===== src/rtl/iobuf_seq_pkg.sv =====
// Shared definitions for the pad-buffer bus sequencer: state encoding,
// pad release level and counter sizing helpers.
package iobuf_seq_pkg;

  typedef enum logic [2:0] {
    ST_IDLE     = 3'd0,
    ST_W_SETUP  = 3'd1,
    ST_W_STROBE = 3'd2,
    ST_W_HOLD   = 3'd3,
    ST_R_STROBE = 3'd4,
    ST_TURN     = 3'd5
  } state_t;

  // IOBUF T level that releases the pad to high-Z.
  localparam logic PAD_RELEASE = 1'b1;

  function automatic int max_int(input int a, input int b);
    return (a > b) ? a : b;
  endfunction

  function automatic int cnt_width(input int max_val);
    return $clog2(max_val) + 1;
  endfunction

endpackage


===== src/rtl/iobuf_bus_sequencer.sv =====
// Half-duplex IOBUF bus sequencer: accepts one write/read when idle, busy for the whole
// transfer (write S+ST+H+T, read SA+T cycles); requests while busy are dropped, not queued.
module iobuf_bus_sequencer
  import iobuf_seq_pkg::*;
#(
  parameter int DATA_W     = 8,
  parameter int SETUP_CYC  = 2,
  parameter int STROBE_CYC = 1,
  parameter int HOLD_CYC   = 1,
  parameter int SAMPLE_CYC = 3,
  parameter int TURN_CYC   = 1
) (
  input  logic              clk,
  input  logic              reset,
  input  logic              wr_req,
  input  logic              rd_req,
  input  logic [DATA_W-1:0] wr_data,
  output logic              busy,
  output logic [DATA_W-1:0] rd_data,
  output logic              rd_valid,
  output logic [DATA_W-1:0] pad_t,
  output logic [DATA_W-1:0] pad_i,
  input  logic [DATA_W-1:0] pad_o,
  output logic              strobe_n
);

  localparam int MAX_P = max_int(max_int(max_int(SETUP_CYC, STROBE_CYC),
                                         max_int(HOLD_CYC, SAMPLE_CYC)), TURN_CYC);
  localparam int CNT_W = cnt_width(MAX_P);

  localparam logic [CNT_W-1:0] SETUP_LD  = CNT_W'(SETUP_CYC - 1);
  localparam logic [CNT_W-1:0] STROBE_LD = CNT_W'(STROBE_CYC - 1);
  localparam logic [CNT_W-1:0] HOLD_LD   = CNT_W'(HOLD_CYC - 1);
  localparam logic [CNT_W-1:0] SAMPLE_LD = CNT_W'(SAMPLE_CYC - 1);
  localparam logic [CNT_W-1:0] TURN_LD   = CNT_W'(TURN_CYC - 1);

  state_t              r_state;
  logic [CNT_W-1:0]    r_cnt;
  logic                r_busy;
  logic                r_pad_rel;
  logic [DATA_W-1:0]   r_pad_i;
  logic                r_strobe_n;
  logic [DATA_W-1:0]   r_rd_data;
  logic                r_rd_valid;

  state_t              w_state_nxt;
  logic [CNT_W-1:0]    w_cnt_nxt;
  logic                w_accept_wr;
  logic                w_sample;
  logic                w_drive_nxt;
  logic                w_strobe_nxt;
  logic                w_cnt_zero;

  assign w_cnt_zero = (r_cnt == '0);

  always_comb begin
    w_state_nxt = r_state;
    w_cnt_nxt   = r_cnt;
    w_accept_wr = 1'b0;
    w_sample    = 1'b0;
    case (r_state)
      ST_IDLE: begin
        // Write has priority; a simultaneous read request is simply lost.
        if (wr_req) begin
          w_state_nxt = ST_W_SETUP;
          w_cnt_nxt   = SETUP_LD;
          w_accept_wr = 1'b1;
        end else if (rd_req) begin
          w_state_nxt = ST_R_STROBE;
          w_cnt_nxt   = SAMPLE_LD;
        end
      end
      ST_W_SETUP: begin
        if (w_cnt_zero) begin
          w_state_nxt = ST_W_STROBE;
          w_cnt_nxt   = STROBE_LD;
        end else begin
          w_cnt_nxt = r_cnt - 1'b1;
        end
      end
      ST_W_STROBE: begin
        if (w_cnt_zero) begin
          w_state_nxt = ST_W_HOLD;
          w_cnt_nxt   = HOLD_LD;
        end else begin
          w_cnt_nxt = r_cnt - 1'b1;
        end
      end
      ST_W_HOLD: begin
        if (w_cnt_zero) begin
          w_state_nxt = ST_TURN;
          w_cnt_nxt   = TURN_LD;
        end else begin
          w_cnt_nxt = r_cnt - 1'b1;
        end
      end
      ST_R_STROBE: begin
        if (w_cnt_zero) begin
          w_state_nxt = ST_TURN;
          w_cnt_nxt   = TURN_LD;
          w_sample    = 1'b1;
        end else begin
          w_cnt_nxt = r_cnt - 1'b1;
        end
      end
      ST_TURN: begin
        if (w_cnt_zero) begin
          w_state_nxt = ST_IDLE;
          w_cnt_nxt   = '0;
        end else begin
          w_cnt_nxt = r_cnt - 1'b1;
        end
      end
      default: begin
        w_state_nxt = ST_IDLE;
        w_cnt_nxt   = '0;
      end
    endcase
  end

  // Outputs are registered from the next state so they line up with the state itself.
  assign w_drive_nxt  = (w_state_nxt == ST_W_SETUP) || (w_state_nxt == ST_W_STROBE) ||
                        (w_state_nxt == ST_W_HOLD);
  assign w_strobe_nxt = (w_state_nxt == ST_W_STROBE) || (w_state_nxt == ST_R_STROBE);

  always_ff @(posedge clk) begin
    if (reset) begin
      r_state    <= ST_IDLE;
      r_cnt      <= '0;
      r_busy     <= 1'b0;
      r_pad_rel  <= PAD_RELEASE;
      r_pad_i    <= '0;
      r_strobe_n <= 1'b1;
      r_rd_data  <= '0;
      r_rd_valid <= 1'b0;
    end else begin
      r_state    <= w_state_nxt;
      r_cnt      <= w_cnt_nxt;
      r_busy     <= (w_state_nxt != ST_IDLE);
      r_pad_rel  <= w_drive_nxt ? ~PAD_RELEASE : PAD_RELEASE;
      r_strobe_n <= ~w_strobe_nxt;
      r_rd_valid <= w_sample;
      if (w_sample) begin
        r_rd_data <= pad_o;
      end
      if (w_accept_wr) begin
        r_pad_i <= wr_data;
      end
    end
  end

  assign busy     = r_busy;
  assign rd_data  = r_rd_data;
  assign rd_valid = r_rd_valid;
  assign pad_t    = {DATA_W{r_pad_rel}};
  assign pad_i    = r_pad_i;
  assign strobe_n = r_strobe_n;

endmodule


===== config.mk =====
export PLATFORM = sky130hd
export DESIGN_NAME = iobuf_bus_sequencer
export DESIGN_NICKNAME = d
export VERILOG_FILES = /design/src/rtl/iobuf_seq_pkg.sv /design/src/rtl/iobuf_bus_sequencer.sv
export SDC_FILE = /design/constraint.sdc
export NUM_CORES = 1
export LEC_CHECK = 0
export ABC_AREA = 1
export CORE_MARGIN = 2
export CORE_UTILIZATION = 55
export CTS_BUF_LIST = sky130_fd_sc_hd__clkbuf_8
export CTS_CLUSTER_DIAMETER = 60
export DETAILED_ROUTE_END_ITERATION = 6
export DONT_BUFFER_PORTS = 1
export GPL_TIMING_DRIVEN = 0
export PLACE_DENSITY = 0.8
export SYNTH_ARGS = -nofsm -noshare
export SYNTH_HDL_FRONTEND = slang
export SYNTH_SLANG_ARGS = --single-unit

===== constraint.sdc =====
create_clock -name clk -period 1.2 [get_ports clk]
set_clock_uncertainty 0.15 [all_clocks]
set_input_delay 0.18 -clock clk [delete_from_list [all_inputs] [get_ports clk]]
set_output_delay 0.18 -clock clk [all_outputs]
set_load 0.1 [all_outputs]

==> results of run 1 <==
==> repair_timing <==
item	CTS
endpoints found under the setup margin	51
cloned	2
resized for setup	66
buffers inserted	6
endpoints found under the hold margin	20
pin swaps	11
hold buffers	19
==> through the flow <==
stage          area [um2]  setup WS, ns  setup TNS [ns]  util (%)  cells
3_5_place_dp         1200        -0.182           -2.83      61.3    177
3_3_place_gp         1200        -0.144           -2.14      61.3    177
4_1_cts              1730        -0.101           -2.08      88.0    208
2_1_floorplan        1170       -0.0153          -0.122         -    150
==> logic make-up after synthesis <==
logic type      after synthesis
compound gates               19
buf+inv                      25
flops                        26
simple gates                 80
==> flow_metrics.env, run 1 <==
export IMPL_status="aborted with a tool error"
export IMPL_synth_xor_area_share_pct=0
export IMPL_error="[ERROR DPL-0038] Utilization greater than 100%, impossible to legalize"
export IMPL_syn_nets=170
export IMPL_synth_seq_cells=26
export IMPL_synth_simple_gate_area_share_pct=34.2
export IMPL_cts_htree_levels=1
export IMPL_io_pins=47
export IMPL_synth_top_family_by_area="simple AND/OR/NAND/NOR gates"
export IMPL_synth_top_area_cell="dfxtp_1"
export IMPL_clock_sinks=26
export IMPL_synth_cell_types=21
export IMPL_syn_area_um2=1140
export IMPL_synth_mux_area_share_pct=0
export IMPL_gp_congestion=0.881
export IMPL_dp_hpwl_um=1700
export IMPL_synth_area_per_cell_um2=7.62
export IMPL_die_h_um=49.6
export IMPL_grt_max_degree=16
export IMPL_die_w_um=49.6
export IMPL_clockRootBuffer="clkbuf_8"
export IMPL_worst_endpoint="rd_data[3]$_SDFFE_PP0P_/D"
export IMPL_ys_seq_area_share_pct=45.5
export IMPL_row_count=16
export IMPL_portBuffers=0
export IMPL_initial_core_util_pct=58.3
export IMPL_stop_stage="global routing (5_1_grt)"
export IMPL_max_clock_path_buffers=2
export IMPL_synthArstFlopShare_pct=0
export IMPL_endpoint_type="register input"
export IMPL_synth_compound_area_share_pct=8.32
export IMPL_netlist_instances=150
export IMPL_synth_fa_ha_area_share_pct=0
export IMPL_yosysWarnings=0
export IMPL_yosys_top_cells_area="dfxtp_1, nand2_1, nand3_1"
export IMPL_synth_top_area_share_pct=45.5
export IMPL_ys_flop_type="dfxtp_1"
export IMPL_synth_edf_count=0
export IMPL_ys_top_cells_by_count="dfxtp_1, nand2_1, nor2_1, nand3_1, a21oi_1"
export IMPL_cts_buffers_inserted=3
==> inputs of run 2 (changes only) <==
--- a/config.mk
+++ b/config.mk
@@ -6,14 +6,12 @@
 export NUM_CORES = 1
 export LEC_CHECK = 0
 export ABC_AREA = 1
-export CORE_MARGIN = 2
-export CORE_UTILIZATION = 55
-export CTS_BUF_LIST = sky130_fd_sc_hd__clkbuf_8
-export CTS_CLUSTER_DIAMETER = 60
+export CORE_AREA = 2 2 63 65
 export DETAILED_ROUTE_END_ITERATION = 6
+export DIE_AREA = 0 0 65 67
 export DONT_BUFFER_PORTS = 1
 export GPL_TIMING_DRIVEN = 0
-export PLACE_DENSITY = 0.8
+export PLACE_DENSITY_LB_ADDON = 0.15
 export SYNTH_ARGS = -nofsm -noshare
 export SYNTH_HDL_FRONTEND = slang
 export SYNTH_SLANG_ARGS = --single-unit
==> constraint.sdc (replaced) <==
create_clock -name clk -period 1.55 [get_ports clk]
set_clock_uncertainty 0.15 [all_clocks]
set_input_delay 0.2325 -clock clk [delete_from_list [all_inputs] [get_ports clk]]
set_output_delay 0.2325 -clock clk [all_outputs]
set_load 0.1 [all_outputs]
==> flow_metrics.env, run 2 <==
export IMPL_die_h_um=67
export IMPL_crit_chain="buf_4"
export IMPL_final_hold_violation_count=0
export IMPL_fp_coreArea_um2=3610
export IMPL_drive_gt1_share_pct=28.6
export IMPL_antenna_found_initial=0
export IMPL_dr_pass1_iters=4
export IMPL_grt_setup_unrepaired="false"
export IMPL_grt_pass1_vias=1032
export IMPL_yosysWarnings=0
export IMPL_ys_flop_type="dfxtp_1"
export IMPL_cts_tree="yes"
export IMPL_ys_top_cells_by_count="dfxtp_1, nand2_1, nor2_1, nand3_1, a21oi_1"
export IMPL_fin_setup_tns_ns=0
export IMPL_grt_ovfl_total=0
export IMPL_syn2layout_area_growth_pct=29.6
export IMPL_grt_use_total_pct=13.4
export IMPL_mostFrequentLayoutCells="nand2_1, nor2_1, dfxtp_2, nand3_1, dlygate4sd3_1"
export IMPL_worst_ep_required_time_ns=1.17
export IMPL_vias=1042
export IMPL_worstPathArrival_ns=1.07
export IMPL_final_common_cell="nand2_1"
export IMPL_row_count=22
export IMPL_drc_errors=0
export IMPL_relSlewSlack_pct=64.9
export IMPL_dieArea_um2=4360
export IMPL_hold_class="primary input to register"
export IMPL_clock_sinks=26
export IMPL_min_period_over_period_pct=93.6
export IMPL_vias_per_cell=4.67
export IMPL_worst_setup_path_type="register to primary output"
export IMPL_wl_per_cell_um=11.9
export IMPL_grt_pass1_wl_um=4530
export IMPL_synth_top_area_share_pct=45.5
export IMPL_ys_seq_area_share_pct=45.5
export IMPL_final_core_util_pct=41.1
export IMPL_io_pins=47
export IMPL_status="finished, final reports clean"
export IMPL_cts_htree_levels=1
export IMPL_die_w_um=65
export IMPL_portBuffers=0
export IMPL_antenna_left=0
export IMPL_critPathCaptureType="primary output"
export IMPL_setup_viol=0
export IMPL_clk_pin_slew_ns=0.09
export IMPL_layout_min_cycle_time_ns=1.45
export IMPL_synth_seq_cells=26
export IMPL_netlist_instances=150
export IMPL_initial_core_util_pct=31.7
export IMPL_synth_edf_count=0
export IMPL_clk_latency_ns=0.26
export IMPL_cts_buffers_inserted=3
export IMPL_synth_cell_types=21
export IMPL_cpPeakStageDelay_ns=0.46
export IMPL_syn_nets=170
export IMPL_dr_first_iter_drc_count=27
export IMPL_cp_top_family="flip-flops"
export IMPL_syn_area_um2=1140
export IMPL_critPathLaunchType="register"
export IMPL_clockRootBuffer="clkbuf_8"
export IMPL_worstPathMaxFanout=8
export IMPL_cpMaxStageDelayCell="dfxtp_1"
export IMPL_insertedDiodeCount=0
export IMPL_dp_hpwl_um=1880
export IMPL_synthArstFlopShare_pct=0
export IMPL_max_clock_path_buffers=2
export IMPL_fmax_mhz=689
export IMPL_grt_max_degree=15
export IMPL_yosys_top_cells_area="dfxtp_1, nand2_1, nand3_1"
export IMPL_finalMaxSlewViolations=0
export IMPL_gp_congestion=0.797
export IMPL_nets=196
export IMPL_synth_area_per_cell_um2=7.62
export IMPL_synth_top_area_cell="dfxtp_1"
export IMPL_routed_wl_um=2660
export IMPL_drv_cap=0
export IMPL_fin_hold_ws_ns=0.0118
export IMPL_worst_pin_slew_ns=0.527
export IMPL_cp_buffers_inverters=1
run 2: cell counts after synthesis:
No cell type changed its count.
run 2: layout make-up:
type / count / area (um2)
Fill cell: 365 / 2120
Sequential cell: 26 / 544
Multi-Input combinational cell: 99 / 487
Timing Repair Buffer: 21 / 200
Buffer: 12 / 85.1
Tap cell: 48 / 60.1
Clock buffer: 4 / 55.1
Inverter: 13 / 51.3
run 2: final timing paths:
path                                   end       from  slack [ns]  cells after the start
worst min register to register    r_cnt[2]   r_cnt[2]        0.36                      2
worst max register to register  rd_data[7]   r_cnt[0]        0.16                      6
worst max-delay path              pad_t[1]  r_pad_rel         0.1                      1
worst min-delay path            rd_data[3]      reset        0.01                      3
run 2: timing repair:
item | in CTS | in global routing
setup buffers | 0 | 4
hold buffers | 17 | 0
resized for setup | 19 | 0
pin swaps | 0 | 1
endpoints found under the setup margin | 19 | 8
hold endpoints to repair | 18 | 0
run 2: cell families after synthesis:
kind of cell	Yosys count	share of synthesized area [%]
simple gates	80	34.2
flops	26	45.5
compound gates	19	8.31
buf+inv	25	11.9
run 2: routing by layer:
layer	vias up	global-route usage (%)	wire [um]
met4	0	6.91	38
met1	474	15.6	1150
li1	528	-	-
met5	-	0	0
met3	4	2.87	182
met2	36	23.1	1290
run 2: metrics by stage:
step | area [um2] | instances | setup WS, ns
2_1_floorplan | 1140 | 150 | 0.115
3_3_place_gp | 1200 | 198 | 0.0708
3_5_place_dp | 1200 | 198 | 0.0350
4_1_cts | 1450 | 219 | 0.0723
5_1_grt | 1480 | 223 | 0.00951
6_report | 1480 | 223 | 0.0985
Power of run 2 is not shown: default switching activity piles up to over one toggle a cycle in this logic, so the estimate is an artifact.
